File: src/rtl/sram_ctrl_pkg.sv
// sram_ctrl_pkg
//    Shared definitions for the SRAM port-0 controller: default geometry of
//    the 32x256 OpenRAM macro and the controller FSM state encoding.
//    No ports (package).
package sram_ctrl_pkg;

   localparam int DEF_DATA_WIDTH = 32;
   localparam int DEF_ADDR_WIDTH = 8;
   localparam int DEF_BE_WIDTH   = DEF_DATA_WIDTH / 8;

   // Controller states, kept as plain constants so the encoding is fixed
   // and visible in waveforms of older tools.
   localparam logic [2:0] ST_IDLE = 3'd0;  // waiting for a request
   localparam logic [2:0] ST_CMD  = 3'd1;  // command on the sram_* flops
   localparam logic [2:0] ST_WAIT = 3'd2;  // macro read data valid
   localparam logic [2:0] ST_WR   = 3'd3;  // merged write-back on the flops
   localparam logic [2:0] ST_RESP = 3'd4;  // read response held for consumer

endpackage

File: src/rtl/sram_be_merge.sv
// sram_be_merge
//    Combinational byte-lane merge: each byte of the result comes from
//    new_data when its enable is set, otherwise from old_data.
// Ports
//    old_data  in   DATA_WIDTH  existing word (e.g. macro read data)
//    new_data  in   DATA_WIDTH  incoming write data
//    be        in   BE_WIDTH    per-byte select, 1 = take new_data
//    merged    out  DATA_WIDTH  merged word
module sram_be_merge #(
   parameter int DATA_WIDTH = 32,
   parameter int BE_WIDTH   = DATA_WIDTH / 8
) (
   input  logic [DATA_WIDTH-1:0] old_data,
   input  logic [DATA_WIDTH-1:0] new_data,
   input  logic [BE_WIDTH-1:0]   be,
   output logic [DATA_WIDTH-1:0] merged
);

   always_comb begin
      // NOTE: assigning a full default before the conditional overrides
      // means every bit is written on every path, so no latch is inferred.
      merged = old_data;
      for (int i = 0; i < BE_WIDTH; i++) begin
         if (be[i]) begin
            merged[8*i +: 8] = new_data[8*i +: 8];
         end
      end
   end

endmodule

File: src/rtl/sram_port0_ctrl.sv
// sram_port0_ctrl
//    Valid/ready front-end for port 0 of a single-port OpenRAM macro. One
//    transaction outstanding. Partial writes are done as read-modify-write
//    because the macro has no write mask; be=0 writes are accepted as no-ops.
// Ports
//    clk0        in   1           clock, shared with the macro
//    rst0_n      in   1           asynchronous active-low reset
//    req_valid   in   1           request valid
//    req_ready   out  1           high only while idle
//    req_we      in   1           1 = write, 0 = read
//    req_be      in   BE_WIDTH    byte enables (writes only)
//    req_addr    in   ADDR_WIDTH  word address
//    req_wdata   in   DATA_WIDTH  write data
//    rsp_valid   out  1           read data valid, held until rsp_ready
//    rsp_ready   in   1           response consumer ready
//    rsp_rdata   out  DATA_WIDTH  read data
//    sram_csb0   out  1           macro chip select (active low), registered
//    sram_web0   out  1           macro write enable (active low), registered
//    sram_addr0  out  ADDR_WIDTH  macro address, registered
//    sram_din0   out  DATA_WIDTH  macro write data, registered
//    sram_dout0  in   DATA_WIDTH  macro read data
module sram_port0_ctrl
   import sram_ctrl_pkg::*;
#(
   parameter int DATA_WIDTH = DEF_DATA_WIDTH,
   parameter int ADDR_WIDTH = DEF_ADDR_WIDTH,
   parameter int BE_WIDTH   = DATA_WIDTH / 8
) (
   input  logic                  clk0,
   input  logic                  rst0_n,
   input  logic                  req_valid,
   output logic                  req_ready,
   input  logic                  req_we,
   input  logic [BE_WIDTH-1:0]   req_be,
   input  logic [ADDR_WIDTH-1:0] req_addr,
   input  logic [DATA_WIDTH-1:0] req_wdata,
   output logic                  rsp_valid,
   input  logic                  rsp_ready,
   output logic [DATA_WIDTH-1:0] rsp_rdata,
   output logic                  sram_csb0,
   output logic                  sram_web0,
   output logic [ADDR_WIDTH-1:0] sram_addr0,
   output logic [DATA_WIDTH-1:0] sram_din0,
   input  logic [DATA_WIDTH-1:0] sram_dout0
);

   logic [2:0]            state;
   logic                  rmw_q;     // current read is the first half of an RMW
   logic [DATA_WIDTH-1:0] wdata_q;   // RMW write data held across the read
   logic [BE_WIDTH-1:0]   be_q;      // RMW byte enables held across the read
   logic [DATA_WIDTH-1:0] merged;

   // Ready depends on state only, so rsp_ready never reaches req_ready
   // combinationally.
   assign req_ready = (state == ST_IDLE);

   sram_be_merge #(
      .DATA_WIDTH (DATA_WIDTH),
      .BE_WIDTH   (BE_WIDTH)
   ) u_merge (
      .old_data (sram_dout0),
      .new_data (wdata_q),
      .be       (be_q),
      .merged   (merged)
   );

   // NOTE: state and output flops use non-blocking assignments so every
   // register samples pre-edge values, independent of statement order.
   always_ff @(posedge clk0 or negedge rst0_n) begin
      if (!rst0_n) begin
         state      <= ST_IDLE;
         rmw_q      <= 1'b0;
         wdata_q    <= '0;
         be_q       <= '0;
         sram_csb0  <= 1'b1;
         sram_web0  <= 1'b1;
         sram_addr0 <= '0;
         sram_din0  <= '0;
         rsp_valid  <= 1'b0;
         rsp_rdata  <= '0;
      end else begin
         case (state)
            ST_IDLE: begin
               if (req_valid) begin
                  if (!req_we) begin
                     sram_addr0 <= req_addr;
                     sram_csb0  <= 1'b0;
                     sram_web0  <= 1'b1;
                     rmw_q      <= 1'b0;
                     state      <= ST_CMD;
                  end else if (&req_be) begin
                     sram_addr0 <= req_addr;
                     sram_din0  <= req_wdata;
                     sram_csb0  <= 1'b0;
                     sram_web0  <= 1'b0;
                     rmw_q      <= 1'b0;
                     state      <= ST_CMD;
                  end else if (|req_be) begin
                     // Partial write: fetch the old word first.
                     sram_addr0 <= req_addr;
                     sram_csb0  <= 1'b0;
                     sram_web0  <= 1'b1;
                     rmw_q      <= 1'b1;
                     wdata_q    <= req_wdata;
                     be_q       <= req_be;
                     state      <= ST_CMD;
                  end
                  // be == 0 write: completes at acceptance, no macro access.
               end
            end

            ST_CMD: begin
               // The macro samples the command at this edge; a full write
               // is then done, a read continues to WAIT.
               sram_csb0 <= 1'b1;
               sram_web0 <= 1'b1;
               state     <= sram_web0 ? ST_WAIT : ST_IDLE;
            end

            ST_WAIT: begin
               if (rmw_q) begin
                  sram_din0 <= merged;
                  sram_csb0 <= 1'b0;
                  sram_web0 <= 1'b0;
                  state     <= ST_WR;
               end else begin
                  rsp_rdata <= sram_dout0;
                  rsp_valid <= 1'b1;
                  state     <= ST_RESP;
               end
            end

            ST_WR: begin
               sram_csb0 <= 1'b1;
               sram_web0 <= 1'b1;
               rmw_q     <= 1'b0;
               state     <= ST_IDLE;
            end

            ST_RESP: begin
               if (rsp_ready) begin
                  rsp_valid <= 1'b0;
                  state     <= ST_IDLE;
               end
            end

            default: begin
               sram_csb0 <= 1'b1;
               sram_web0 <= 1'b1;
               rsp_valid <= 1'b0;
               state     <= ST_IDLE;
            end
         endcase
      end
   end

endmodule

File: config.mk
export PLATFORM = sky130hd
export DESIGN_NAME = sram_port0_ctrl
export DESIGN_NICKNAME = d
export VERILOG_FILES = /design/src/rtl/sram_ctrl_pkg.sv /design/src/rtl/sram_be_merge.sv /design/src/rtl/sram_port0_ctrl.sv
export SDC_FILE = /design/constraint.sdc
export NUM_CORES = 1
export LEC_CHECK = 0
export CAP_MARGIN = 20
export CORE_ASPECT_RATIO = 1.75
export CORE_MARGIN = 5
export CORE_UTILIZATION = 57
export CTS_CLUSTER_DIAMETER = 200
export CTS_CLUSTER_SIZE = 28
export DETAILED_ROUTE_END_ITERATION = 10
export DONT_BUFFER_PORTS = 1
export GPL_ROUTABILITY_DRIVEN = 1
export PLACE_DENSITY = 0.86
export SLEW_MARGIN = 20
export SYNTH_ARGS = -nofsm -noshare
export SYNTH_HDL_FRONTEND = slang
export SYNTH_SLANG_ARGS = --single-unit
export TNS_END_PERCENT = 5
File: constraint.sdc
create_clock -name clk0 -period 1.4 [get_ports clk0]
set_input_delay 0.21 -clock clk0 [delete_from_list [all_inputs] [get_ports clk0]]
set_output_delay 0.21 -clock clk0 [all_outputs]
set_load 0.05 [all_outputs]
# [After elaboration in Yosys (flattened, before gate mapping)]
# Cells that the tools add are included.
[classes] n_addsub=0 multipliers=0 n_div=0 order_cmp=0 n_eq_ne=12 n_shift=0 mux=37 bitwise=4 n_reduce_logical=14
[op_table] op="two-way mux 32 bit" n=4
[op_table] op="one-hot mux 32 bit (2 select lines)" n=1
[op_table] op="two-way mux 8 bit" n=7
[op_table] op="two-way mux 3 bit" n=6
[op_table] op="two-way mux 1 bit" n=13
[op_table] op="one-hot mux 3 bit (4 select lines)" n=1
[op_table] op="AND reduction 3 bit" n=4
[op_table] op="AND reduction 5 bit" n=2
[op_table] op="one-hot mux 1 bit (3 select lines)" n=3
[op_table] op="inequality test 2 bit (second input constant)" n=4
[op_table] op="AND reduction 4 bit" n=2
[op_table] op="== test 3 x 2 -> 1 bit (second input constant)" n=2
[op_table] op="inequality test 2 x 1 -> 1 bit (second input constant)" n=2
[op_table] op="inequality test 4 x 2 -> 1 bit (second input constant)" n=1
[op_table] op="inverter 1 bit" n=4
[op_table] op="nonzero test 2 bit" n=2
[op_table] op="OR reduction 4 bit" n=1
[op_table] op="== test 3 x 1 -> 1 bit (second input constant)" n=1
[op_table] op="== test 3 bit (second input constant)" n=1
[op_table] op="zero test 3 bit" n=1
[op_table] op="inequality test 3 x 1 -> 1 bit (second input constant)" n=1
[op_table] op="OR reduction 3 bit" n=1
[op_table] op="two-way mux 2 bit" n=1
[op_table] op="one-hot mux 1 bit (2 select lines)" n=1
[op_table] op="AND reduction 2 bit" n=1
[word_totals] regBits=115 latchBits=0 ramBits=0 rom_bits=0 in_bits=81 n_memories=0

# [Depth between registers and ports, before layout]
# Gate-level depths: netlist of run 1.
[logic_depth] word_depth=6 mapped_depth=6 mapped_depth_nobuf=4

# [Cells and area by module]
# Synthesis of run 1 repeated with hierarchy kept, for this count alone.
[hier_totals] hier_cells=385 area_unflattened_um2=5358.9
[by_module_without_submodules] mod="sram_port0_ctrl" n_inst=1 cells_per_inst=349 area_per_inst_um2=4833.4 seq_area_each_um2=2880.3
[by_module_without_submodules] mod="sram_be_merge" n_inst=1 cells_per_inst=36 area_per_inst_um2=525.5 seq_area_each_um2=0.0

# [Least setup slack after synthesis of run 1]
# No wires, ideal clock.
[synth_timing] path_type="reg2out" start="register state[1]" end="output req_ready" arrival_time_ns=1.426 slack_ns=-0.236 path_stages_with_launch=4 path_cell_list="dfrtp_1 clkbuf_1 clkbuf_1 nor2_1"
[synth_between] elab_chain_len=1
[synth_rtl] item="start, declared" line_no="sram_port0_ctrl.sv:47" rtl="logic [2:0] state;"
[synth_rtl] item="start signal, assigned" line_no="sram_port0_ctrl.sv:117" rtl="state <= sram_web0 ? ST_WAIT : ST_IDLE;"
[synth_rtl] item="zero test 3 bit" line_no="sram_port0_ctrl.sv:55" rtl="assign req_ready = (state == ST_IDLE);"
[synth_rtl] item="end, declared" line_no="sram_port0_ctrl.sv:32" rtl="output logic req_ready,"
# No other way between the ends.

# [Final worst setup path of run 1]
[layout_timing] start="register state[0]" end="output req_ready"
# Same word-level chain as after synthesis.

==> results.toml, run 1 <==
[cts]
cts_tree = "done"
clk_path_buf_depth = 2
cts_root_buf = "clkbuf_16"
cts_hold_buffers = 78
cts_sinks = 115
cts_max_level = 4
clkLatencyLatePin_ns = 0.41
clk_pin_slew_ns = 0.06
cts_buffers = 17

[logic_synthesis]
netlist_area_um2 = 5210
synth.ff_latch_count = 115
synth_flop_cell = "dfrtp_1"
async_reset_ff_share_pct = 100
synth_seq_area_share_pct = 55.3
syn_inst = 390
yosysWarnings = 0
synth-edff-count = 0
ys_types = 33
syn_area_per_cell_um2 = 13.4
syn-num-nets = 471

[sta]
hold-worst-slack_ns = -0.505
rsz0062_at_grt = "yes"
worst-slew-pin-transition_ns = 0.575
max_freq_mhz = 608
finalHoldViolCount = 115
final.setup.worst_slack_ns = -0.246
relSlewSlack_pct = 61.7
tns_ns = -18.60
min_period_over_period_pct = 118
post-route-min-period_ns = 1.65
final-setup-viol-count = 111
skew_ns = 0.00799
drv_slew = 0

[final_layout]
fillers = 457
design_area_um2 = 7500
syn2layout_area_growth_pct = 43.9
drive_gt1_share_pct = 36.2
layout.nets = 612
layout_commonest_cell = "dfrtp_1"
antenna_cells = 0
instances_no_fill = 664
final_cell_mix = "dfrtp_1, dlygate4sd3_1, mux2_4"

[placed_design]
dpl.hpwl_mm = 9.18
dpl-instance-area_um2 = 5760
finalWeightedCongestion = 0.840
dp_worst_setup_slack_ns = -0.157
dp.cells = 545
numPortBuffers = 0

[worst_setup_path]
r2r-start = "state[2]$_DFFE_PN0P_"
crit_required_ns = 1.19
crit_start = "state[0]$_DFFE_PN0P_"
critPathCaptureType = "output pin"
timing.setup.critical_path_class = "register to output pin"
crit_path_max_fanout = 3
critPathLaunchType = "register"
cp.arrival_ns = 1.44

[outcome]
failed_checks = "hold timing, setup timing"
outcome = "finished, violations left"

[grt]
grt_start_max_net_pins = 116
antenna_found_initial = 0
track_usage_pct = 30.5
grt_pass1_wl_mm = 24.9
grt.busiest_layer = "met2"
use_met1_pct = 32.8
grt_util_met3_pct = 10.0
grt.met2_usage_pct = 49.9
grt_pass1_vias = 4582
globalRouteOverflowTotal = 0

[pwr]
leakage_nw = 3.48
finalPower_mw = 22.9
vdd_ir_drop_max_uv = 1650
power_density_nw_per_um2 = 3050

[die]
initial_core_util_pct = 57.7
core_um2 = 9040
ioPinCount = 157
fp-row-count = 46
die_h_um = 137
dieArea_um2 = 11200
fp.dieW_um = 82.3

[route]
drt-wirelength-per-cell_um = 25.0
routed_wirelength_mm = 16.6
avgViaCountPerCell = 6.16
vias = 4091
firstDrtPassIters = 5
ant_nets = 0
remaining_drc_errors = 0
drt_iter0_markers = 355

[hold_path]
hold_path_class = "input pin to asynchronous set/reset pin"

[job]
maxCapViolCount = 0
## where the power goes
| part | switching [mW] | internal [mW] | total [mW] |
|---|---|---|---|
| registers | 3.30 | 5.02 | 8.33 |
| clock network | 1.50 | 3.48 | 4.98 |
| logic | 5.10 | 4.50 | 9.60 |
## cell usage after synthesis (2+ instances only)
cell	n	share of area [%]
dfrtp_1	113	54
mux2_2	37	8.0
mux2_4	37	11
o21ai_0	37	3.6
a21oi_1	34	3.3
a22o_1	32	5.4
mux2i_1	32	6.1
clkbuf_1	12	0.86
nor2_1	9	0.65
buf_2	6	0.58
nand2_1	6	0.43
buf_1	5	0.36
buf_6	4	0.86
buf_4	3	0.43
dfstp_2	2	1.0
inv_1	2	0.14
mux2_1	2	0.43
nor2_2	2	0.24
## through the flow
step | util, % | hold slack [ns]
2_1_floorplan | - | -0.0856
3_3_place_gp | 63.8 | -0.0832
3_5_place_dp | 63.8 | -0.0830
4_1_cts | 82.1 | -0.522
5_1_grt | 83.0 | -0.521
6_report | 83.0 | -0.505
## what timing repair did
item / CTS / global route
endpoints found under the hold margin: 192 / 115
cloned: 2 / 0
buffers inserted: 5 / 2
pin swaps: 9 / 1
endpoints found under the setup margin: 111 / 114
gates resized for setup: 31 / 19
## worst max-delay path: stages (launching register included)
cell	delay, ns
dfrtp_2	0.41
or2_4	0.25
buf_6	0.13
nor2_4	0.09
buf_12	0.15
## layer usage
layer / vias to the layer above / share of wire [%]
met5: - / 0
met4: 0 / 6.1
met3: 76 / 8.0
met2: 241 / 53
met1: 2053 / 33
li1: 1721 / -
## flip-flops by register name, summed over array words and instances, names as in the netlist
register,cells
sram_addr0,8
state,3
sram_din0,32
rsp_valid,1
sram_web0,1
wdata_q,32
sram_csb0,1
rmw_q,1
rsp_rdata,32
be_q,4
## area by class of cell
| cell class | instances | area [um2] | area share (%) |
|---|---|---|---|
| inverters | 2 | 7.51 | 0.100 |
| flip-flops and latches | 115 | 2880 | 38.5 |
| clock inverters | 9 | 199 | 2.65 |
| repair buffers | 152 | 1520 | 20.3 |
| well taps | 120 | 150 | 2.00 |
| clock buffers | 23 | 478 | 6.37 |
| multi-input cells | 243 | 2260 | 30.1 |
## cell families after synthesis
| group | Yosys count | synth area share [%] |
|---|---|---|
| AND/OR/NAND/NOR | 26 | 3.14 |
| flip-flops | 115 | 55.3 |
| multiplexers | 108 | 25.2 |
| AO/OA/AOI/OAI | 109 | 13.1 |
| buffers and inverters | 32 | 3.24 |
## worst paths after layout
check / slack (ns) / endpoint / cells past startpoint
worst min-delay path: -0.51 / rsp_rdata[23]$_DFFE_PN0P_ / 0
max in group asynchronous: 1.63 / sram_web0$_DFFE_PN1P_ / 0
worst max-delay path: -0.25 / req_ready / 4
worst max register to register: -0.23 / wdata_q[13]$_DFFE_PN0P_ / 5
worst min register to register: 0.51 / rsp_rdata[23]$_DFFE_PN0P_ / 1
min in group clk0: 0.03 / rsp_valid$_DFFE_PN0P_ / 3
(Power assumes the default switching activity.)
==> run 2: changes to the inputs <==
REMOVE_ABC_BUFFERS = 1   (was not set)
==> run 2 against run 1 <==
Net effect:
- the run still ends with hold timing, setup timing left
- via count rose by 11%
- global-route usage rose by 3.8 points
- non-clock buffer count rose by 15
- combinational power rose by 13%
- setup slack got worse by 0.054 ns
- power rose by 4.6%
- final cell count rose by 2.3%
- die area did not move
- routed wire length rose by 18%
- core utilization rose by 3.4 points
- register-to-register slack got worse by 0.07 ns
- first-iteration DRC count rose by 43%
- largest power group unchanged
==> results.toml, run 2 (synthesis results as in run 1) <==
[cts]
cts_buffers = 17
clkLatencyLatePin_ns = 0.41
cts_sinks = 115
cts_tree = "done"
cts_hold_buffers = 78
clk_path_buf_depth = 2
cts_max_level = 4
clk_pin_slew_ns = 0.06
cts_root_buf = "clkbuf_16"

[die]
dieArea_um2 = 11200
fp.dieW_um = 82.3
die_h_um = 137
initial_core_util_pct = 57.7
ioPinCount = 157
fp-row-count = 46
core_um2 = 9040

[placed_design]
numPortBuffers = 0
finalWeightedCongestion = 0.858
dpl.hpwl_mm = 9.39
dp.cells = 549
dpl-instance-area_um2 = 5800

[pwr]
leakage_nw = 3.65
power_density_nw_per_um2 = 3070
finalPower_mw = 24.0
vdd_ir_drop_max_uv = 2220
p_seq_share_pct = 35.1
swShare_pct = 44.2
internal_power_mw = 13.4
combPwrFrac_pct = 45.2
p_switching_mw = 10.6
p_clk_share_pct = 19.7

[route]
avgViaCountPerCell = 6.66
drt-wirelength-per-cell_um = 28.9
remaining_drc_errors = 0
ant_nets = 0
drt_iter0_markers = 508
routed_wirelength_mm = 19.6
vias = 4524
firstDrtPassIters = 5

[outcome]
outcome = "finished, violations left"
failed_checks = "hold timing, setup timing"

[final_layout]
register_area_um2 = 2880
multi_input_area_um2 = 2340
final_cell_mix = "dfrtp_1, dlygate4sd3_1, mux2_4"
layout_commonest_cell = "dfrtp_1"
instances_no_fill = 679
design_area_um2 = 7810
fillers = 400
layout.nets = 627
syn2layout_area_growth_pct = 49.8
antenna_cells = 0
drive_gt1_share_pct = 38.5
top_regs = "rsp_rdata x32, sram_din0 x32, wdata_q x32"

[worst_setup_path]
cp.arrival_ns = 1.99
crit_path_max_fanout = 7
crit_required_ns = 1.69
critPathCaptureType = "register"
critPathLaunchType = "register"
timing.setup.critical_path_class = "register to register"

[grt]
grt_start_max_net_pins = 116
grt_pass1_vias = 4860
track_usage_pct = 34.3
antenna_found_initial = 0
grt_pass1_wl_mm = 27.8
globalRouteOverflowTotal = 0

[sta]
worst-slew-pin-transition_ns = 0.608
final.setup.worst_slack_ns = -0.300
final-setup-viol-count = 111
drv_slew = 0
rsz0062_at_grt = "yes"
post-route-min-period_ns = 1.70
finalHoldViolCount = 115
relSlewSlack_pct = 59.5
skew_ns = 0.00743
hold-worst-slack_ns = -0.507
min_period_over_period_pct = 121
max_freq_mhz = 588

[hold_path]
hold_path_class = "input pin to asynchronous set/reset pin"

[job]
maxCapViolCount = 0
==> run 2: final timing paths <==
path / cells after the start / end / slack [ns] / from
setup reg to reg: 6 / rsp_rdata[31]$_DFFE_PN0P_ / -0.30 / state[2]$_DFFE_PN0P_
setup / recovery: 6 / rsp_rdata[31]$_DFFE_PN0P_ / -0.30 / state[2]$_DFFE_PN0P_
hold / removal: 0 / rsp_rdata[7]$_DFFE_PN0P_ / -0.51 / rst0_n
min in group clk0: 3 / rsp_valid$_DFFE_PN0P_ / 0.07 / rsp_ready
max in group asynchronous: 0 / sram_din0[3]$_DFFE_PN0P_ / 1.65 / rst0_n
hold reg to reg: 1 / sram_addr0[5]$_DFFE_PN0P_ / 0.51 / sram_addr0[5]$_DFFE_PN0P_
==> run 2: per-stage QoR <==
step / setup TNS, ns / hold slack, ns / setup WS (ns) / util, %
floorplan: -151.59 / -0.0856 / -1.56 / -
global placement: -9.86 / -0.0831 / -0.121 / 64.2
detailed placement: -13.10 / -0.0837 / -0.156 / 64.2
CTS: -13.57 / -0.517 / -0.207 / 85.5
global route: -26.23 / -0.521 / -0.303 / 86.4
finish: -25.39 / -0.507 / -0.300 / 86.4
==> run 2: metal layers <==
metal / GRT usage [%] / part of all wire, % / vias to the layer above
li1: - / - / 1748
met1: 37.8 / 34 / 2280
met2: 56.7 / 51 / 360
met3: 9.62 / 8.0 / 136
met4: 21.8 / 6.9 / 0
met5: 0 / 0 / -
==> run 2: worst max-delay path, cell delays in order (launching register included) <==
cell and delay (ns):
dfrtp_1 0.44, or2_4 0.27, buf_6 0.12, nor2_4 0.13
buf_12 0.15, buf_12 0.14, mux2_4 0.32
==> run 2: what timing repair did <==
action,in CTS,in global routing
buffers inserted,10,4
gates cloned,8,0
gates resized for setup,59,23
endpoints found under the setup margin,110,115
endpoints found under the hold margin,192,115
pin swaps,8,11
==> run 2: layout make-up <==
cell class,count,area share (%)
flip-flops and latches,115,36.9
multi-input cells,243,29.9
repair buffers,167,23.0
clock buffers,23,6.25
clock inverters,9,1.92
well taps,120,1.92
inverters,2,0.0962
==> run 2: power by group through the flow <==
stage	Combinational (mW)	Clock [mW]	Sequential, mW
after global routing	11.2	4.89	8.52
after detailed placement	8.45	0	8.17
final	10.8	4.71	8.42
after floorplan	3.76	0	10.0
after CTS	10.1	4.67	8.19
after global placement	8.17	0	8.08
==> variant 1 (settings of run 1) <==
The package constant `DEF_ADDR_WIDTH` goes from 8 to 9.
--- a/src/rtl/sram_ctrl_pkg.sv
+++ b/src/rtl/sram_ctrl_pkg.sv
@@ -7,3 +7,3 @@
    localparam int DEF_DATA_WIDTH = 32;
-   localparam int DEF_ADDR_WIDTH = 8;
+   localparam int DEF_ADDR_WIDTH = 9;
    localparam int DEF_BE_WIDTH   = DEF_DATA_WIDTH / 8;
Interface: changed (resized req_addr and sram_addr0); port bits go from 157 to 159. No check against the original RTL was run, so the function may have changed too.
==> variant 1 against run 1 <==
The run still ends with negative hold slack, negative setup slack left. Power barely moved. Cell area up 2.3%. Area after synthesis rose by 1.6%. Setup slack lost 0.11 ns. Combinational power rose by 4%. Fmax decreased by 6.2%. Die area grew 1.5%. Global-route usage is 1.1 points higher. Sequential cell count up 1. Wire length increased by 6.9%.
==> variant 1: results (changes against run 1) <==
drt_iter0_drc: 397  # +12%
synth_compound_area_share_pct: 12.92  # -0.21 points
synth_area_per_cell_um2: 13.51  # +1.1%
first_pass_iters: 5  # unchanged
grt_pass1_vias: 4832  # +5.5%
cap_violations: 0  # unchanged
cp_top_family: "compound AO/OA/AOI/OAI gates"
drive_above_1_share_pct: 38.43  # +2.2 points
violations: "negative hold slack, negative setup slack"
place_area_um2: 5853  # +1.6%
synthXorXnorAreaFrac_pct: 0  # unchanged
cts_inserted_buffers: 17  # unchanged
synthMuxAreaShare_pct: 25.04  # -0.19 points
syn-num-nets: 474  # +0.64%
dp.cells: 551  # +1.1%
top_regs: "rsp_rdata: 32 flops, sram_din0: 32 flops, wdata_q: 32 flops"
startpoint: "state[1]$_DFFE_PN0P_"
tns_ns: -28.42  # -9.816 ns
worstPathMaxFanout: 5  # +2
ctsHoldBuffers: 77  # -1.3%
vdd_drop_max_uv: 1800  # +9.0%
yosysUniqueCellTypes: 32  # -3.0%
synthTopCellsByCount: "dfrtp_1 (114), mux2_2 (39), o21ai_0 (38)"
globalplace.congestion: 0.8759  # +4.3%
post-place-ws_ns: -0.1892  # -0.03204 ns
setup_viol: 112  # +0.90%
status: "finished, violations left"
grt_pass1_wl_um: 27310  # +9.6%
reg2reg_depth: 6  # +1
clk_pin_slew_ns: 0.06  # about the same
grt_max_degree: 117  # +0.86%
fill_cells: 426  # -6.8%
via_per_inst: 6.264  # +1.7%
dp_hpwl_um: 9451  # +3.0%
critical_path.endpoint: "sram_din0[21]$_DFFE_PN0P_"
yosys_warnings: 0  # unchanged
finalWirelength_um: 17750  # +6.9%
num_vias: 4272  # +4.4%
worst_slack_ns: -0.3549  # -0.1088 ns
fin_worst_skew_ns: 0.01241  # +0.004418 ns
nets: 631  # +3.1%
slew_headroom_pct: 61.67  # about the same
yosys-top-cells-area: "dfrtp_1 (54%), mux2_4 (10%), mux2_2 (8.3%)"
finalHoldViolCount: 116  # +0.87%
yosysSeqAreaShare_pct: 54.84  # -0.42 points
whs_ns: -0.5099  # -0.004589 ns
crit_arrival_ns: 2.05  # +0.61 ns
grt.total_usage_pct: 31.62  # +1.1 points
power_leakage_uw: 0.003544  # +1.8%
## variant 1: routing by layer
metal,global-route usage [%],wire [um],vias up
met2,55.76,9545,283
li1,-,-,1757
met1,32.54,5839,2147
met4,20.55,1005,0
met5,0,0,-
met3,9.336,1364,85
## variant 1: final cells by class
class / count / area, um2 / share of cell area (%)
Clock buffer: 23 / 488.0 / 6.358
Inverter: 2 / 7.507 / 0.09782
Tap cell: 120 / 150.1 / 1.956
Clock inverter: 9 / 126.4 / 1.647
Timing Repair Buffer: 168 / 1748 / 22.77
Multi-Input combinational cell: 244 / 2246 / 29.26
Sequential cell: 116 / 2909 / 37.90
## variant 1: where the power goes
part           total (uW)  switching (uW)  internal (uW)
sequential           8340            3280           5060
combinational       10000            5340           4690
clock                4510            1540           2980
total               22900           10200          12700
## variant 1: repair_timing
action	4_1_cts	5_1_grt
pin swaps	30	11
endpoints found under the hold margin	193	116
setup endpoints to repair	116	114
gates resized for setup	27	17
cloned	5	0
buffers inserted	10	7
==> variant 2 (settings of run 1) <==
Without the edit above. Reset style: synchronous (`rst0_n`), changed in one clocked block. Comments in the files are not updated.
--- a/src/rtl/sram_port0_ctrl.sv
+++ b/src/rtl/sram_port0_ctrl.sv
@@ -68,3 +68,3 @@
    // register samples pre-edge values, independent of statement order.
-   always_ff @(posedge clk0 or negedge rst0_n) begin
+   always_ff @(posedge clk0) begin
       if (!rst0_n) begin
Check against the original RTL: differs if rst0_n is asserted again (counterexample within 4 cycles, from zero or initial values and one cycle with rst0_n low); with rst0_n held inactive, the same outputs for 4 cycles.
==> variant 2 against run 1 <==
The run still ends with negative hold slack, negative setup slack left. First-iteration DRC count increased by 43%. Wire length increased by 27%. Non-clock buffer count increased by 56. Sequential cell count unchanged. Via count increased by 37%. Setup slack improved by 0.062 ns. Register-to-register slack improved by 0.05 ns. Cell area increased by 5.1%. Area after synthesis decreased by 3.3%. Sequential share of layout area decreased by 9.1 points. Fmax increased by 3.9%. Critical path type is now reg2reg.
Power is not compared: it rests on default switching activity, and its combinational part moved more than twofold at a synthesized area within 25%.
==> variant 2: results (changes against run 1) <==
setup_viol: 70  # -37%
whs_ns: -0.03745  # +0.4679 ns
hold_end: "rsp_rdata[4]$_SDFFE_PN0P_"
ctsHoldBuffers: 118  # +51%
status: "finished, violations left"
cpPeakStageDelay_ns: 0.38  # -0.03 ns
num_antenna_cells: 0  # unchanged
vdd_drop_max_uv: 1127
yosysUniqueCellTypes: 37  # +12%
crit_arrival_ns: 1.87  # +0.43 ns
synthTopCellsByCount: "nand2_1 (173), dfxtp_1 (115), mux2i_1 (64)"
finalHoldViolCount: 10  # -91%
yosysSeqAreaShare_pct: 45.69  # -9.6 points
synthFlopType: "dfxtp_1"
worst_slack_ns: -0.1846  # +0.06152 ns
grt_pass1_wl_um: 30880  # +24%
portBuffers: 0  # unchanged
instances_no_fill: 901  # +36%
fill_cells: 350  # -23%
wl_per_cell_um: 23.48  # -6.1%
cts-root-buf: "clkbuf_16"
reg2reg_depth: 7  # +2
cts_resized: 31  # unchanged
synth_area_per_cell_um2: 8.440  # -37%
clk_pin_slew_ns: 0.06  # about the same
syn-num-nets: 678  # +44%
drt_iter0_drc: 507  # +43%
globalplace.congestion: 0.8190  # -2.5%
async_reset_ff_share_pct: 0  # -100 points
num_vias: 5585  # +37%
grt.total_usage_pct: 38.27  # +7.7 points
worstSkewPairLatency_ns: 0.42
grt_antenna_before_repair: 0  # unchanged
cts_inserted_buffers: 17  # unchanged
max-clock-path-buffers: 2  # unchanged
dp.cells: 740  # +36%
reg2reg_to: "sram_din0[23]$_SDFFE_PN0P_"
tns_ns: -4.868  # +13.73 ns
top_regs: "rsp_rdata: 32 flops, sram_din0: 32 flops, wdata_q: 32 flops"
worstPathMaxFanout: 15  # +12
timing.rr.start: "state[2]$_SDFFE_PN0P_"
violations: "negative hold slack, negative setup slack"
grt_max_degree: 189  # +63%
tightest_slew_ns: 0.5670  # -0.007898 ns
drive_above_1_share_pct: 22.58  # -14 points
grt_pass1_vias: 5896  # +29%
yosys-top-cells-area: "dfxtp_1 (46%), nand2_1 (13%), mux2i_1 (13%)"
hp-class: "in2reg"
crit_slowest_cell: "dfxtp_4"
yosys_warnings: 0  # unchanged
dp_hpwl_um: 9388  # +2.3%
fin_worst_skew_ns: 0.008391  # +0.0003963 ns
nets: 852  # +39%
h-tree-depth: 4  # unchanged
## variant 2: changes by cell type after synthesis, moves of 19 or more
cell      delta
a21boi_0    +32
a21oi_1     -32
a22o_1      -32
clkbuf_1    +19
dfrtp_1    -113
dfxtp_1    +115
mux2_2      -37
mux2_4      -37
mux2i_1     +32
nand2_1    +167
nand3_1     +44
o211ai_1    +32
o21ai_0     -35
o21ai_1     +42
## variant 2: logic make-up after synthesis
family | count (synthesis) | synth area share, %
compound gates | 123 | 16.14
buf+inv | 60 | 5.513
flops | 115 | 45.69
mux | 64 | 12.71
simple gates | 235 | 19.94
## variant 2: final cells by class
cell class	count	area [um2]	area share (%)
Multi-Input combinational cell	423	2743	34.80
Sequential cell	115	2311	29.32
Timing Repair Buffer	208	2054	26.07
Clock buffer	22	474.2	6.017
Tap cell	117	146.4	1.857
Clock inverter	10	130.1	1.651
Inverter	6	22.52	0.2858
## variant 2: power breakdown
group | total (uW) | switching (uW) | internal (uW)
sequential | 3730 | 283 | 3450
combinational | 1650 | 894 | 759
clock | 4500 | 1570 | 2920
## variant 2: critical path: cells and delay by family, from the launching register on
kind / cells / cell delay [ns]
AO/OA/AOI/OAI: 1 / 0.15
flip-flops: 1 / 0.38
buffers and inverters: 3 / 0.50
multiplexers: 1 / 0.14
AND/OR/NAND/NOR: 2 / 0.28
## variant 2: metal layers
metal / track usage, % / vias up / part of all wire [%]
li1: - / 2422 / -
met1: 37.40 / 2635 / 33
met2: 65.87 / 398 / 52
met3: 11.90 / 130 / 8.4
met4: 27.54 / 0 / 7.4
met5: 0 / - / 0
## variant 2: stage by stage
stage / worst slack (ns) / instance area [um2] / power, uW / hold WS, ns
2_1_floorplan: -0.1959 / 5071 / 4627 / 0.3426
3_3_place_gp: -0.08013 / 5665 / 4855 / 0.3187
3_5_place_dp: -0.1909 / 5665 / 4903 / 0.3427
4_1_cts: -0.08506 / 7696 / 9624 / -0.09771
5_1_grt: -0.2425 / 7881 / 10130 / -0.08250
6_report: -0.1846 / 7881 / 9881 / -0.03745
## variant 2: how the worst max path moves through the flow
stage / start / end / slack [ns] / depth (start not counted)
after floorplan: state[2]$_SDFFE_PN0P_ / wdata_q[17]$_SDFFE_PN0P_ / -0.20 / 6
after global placement: state[0]$_SDFFE_PN0P_ / sram_din0[20]$_SDFFE_PN0P_ / -0.08 / 7
after detailed placement: state[0]$_SDFFE_PN0P_ / sram_din0[7]$_SDFFE_PN0P_ / -0.19 / 5
after CTS: state[1]$_SDFFE_PN0P_ / sram_din0[17]$_SDFFE_PN0P_ / -0.09 / 5
after global routing: state[2]$_SDFFE_PN0P_ / sram_din0[23]$_SDFFE_PN0P_ / -0.24 / 7
final: state[2]$_SDFFE_PN0P_ / sram_din0[23]$_SDFFE_PN0P_ / -0.18 / 7
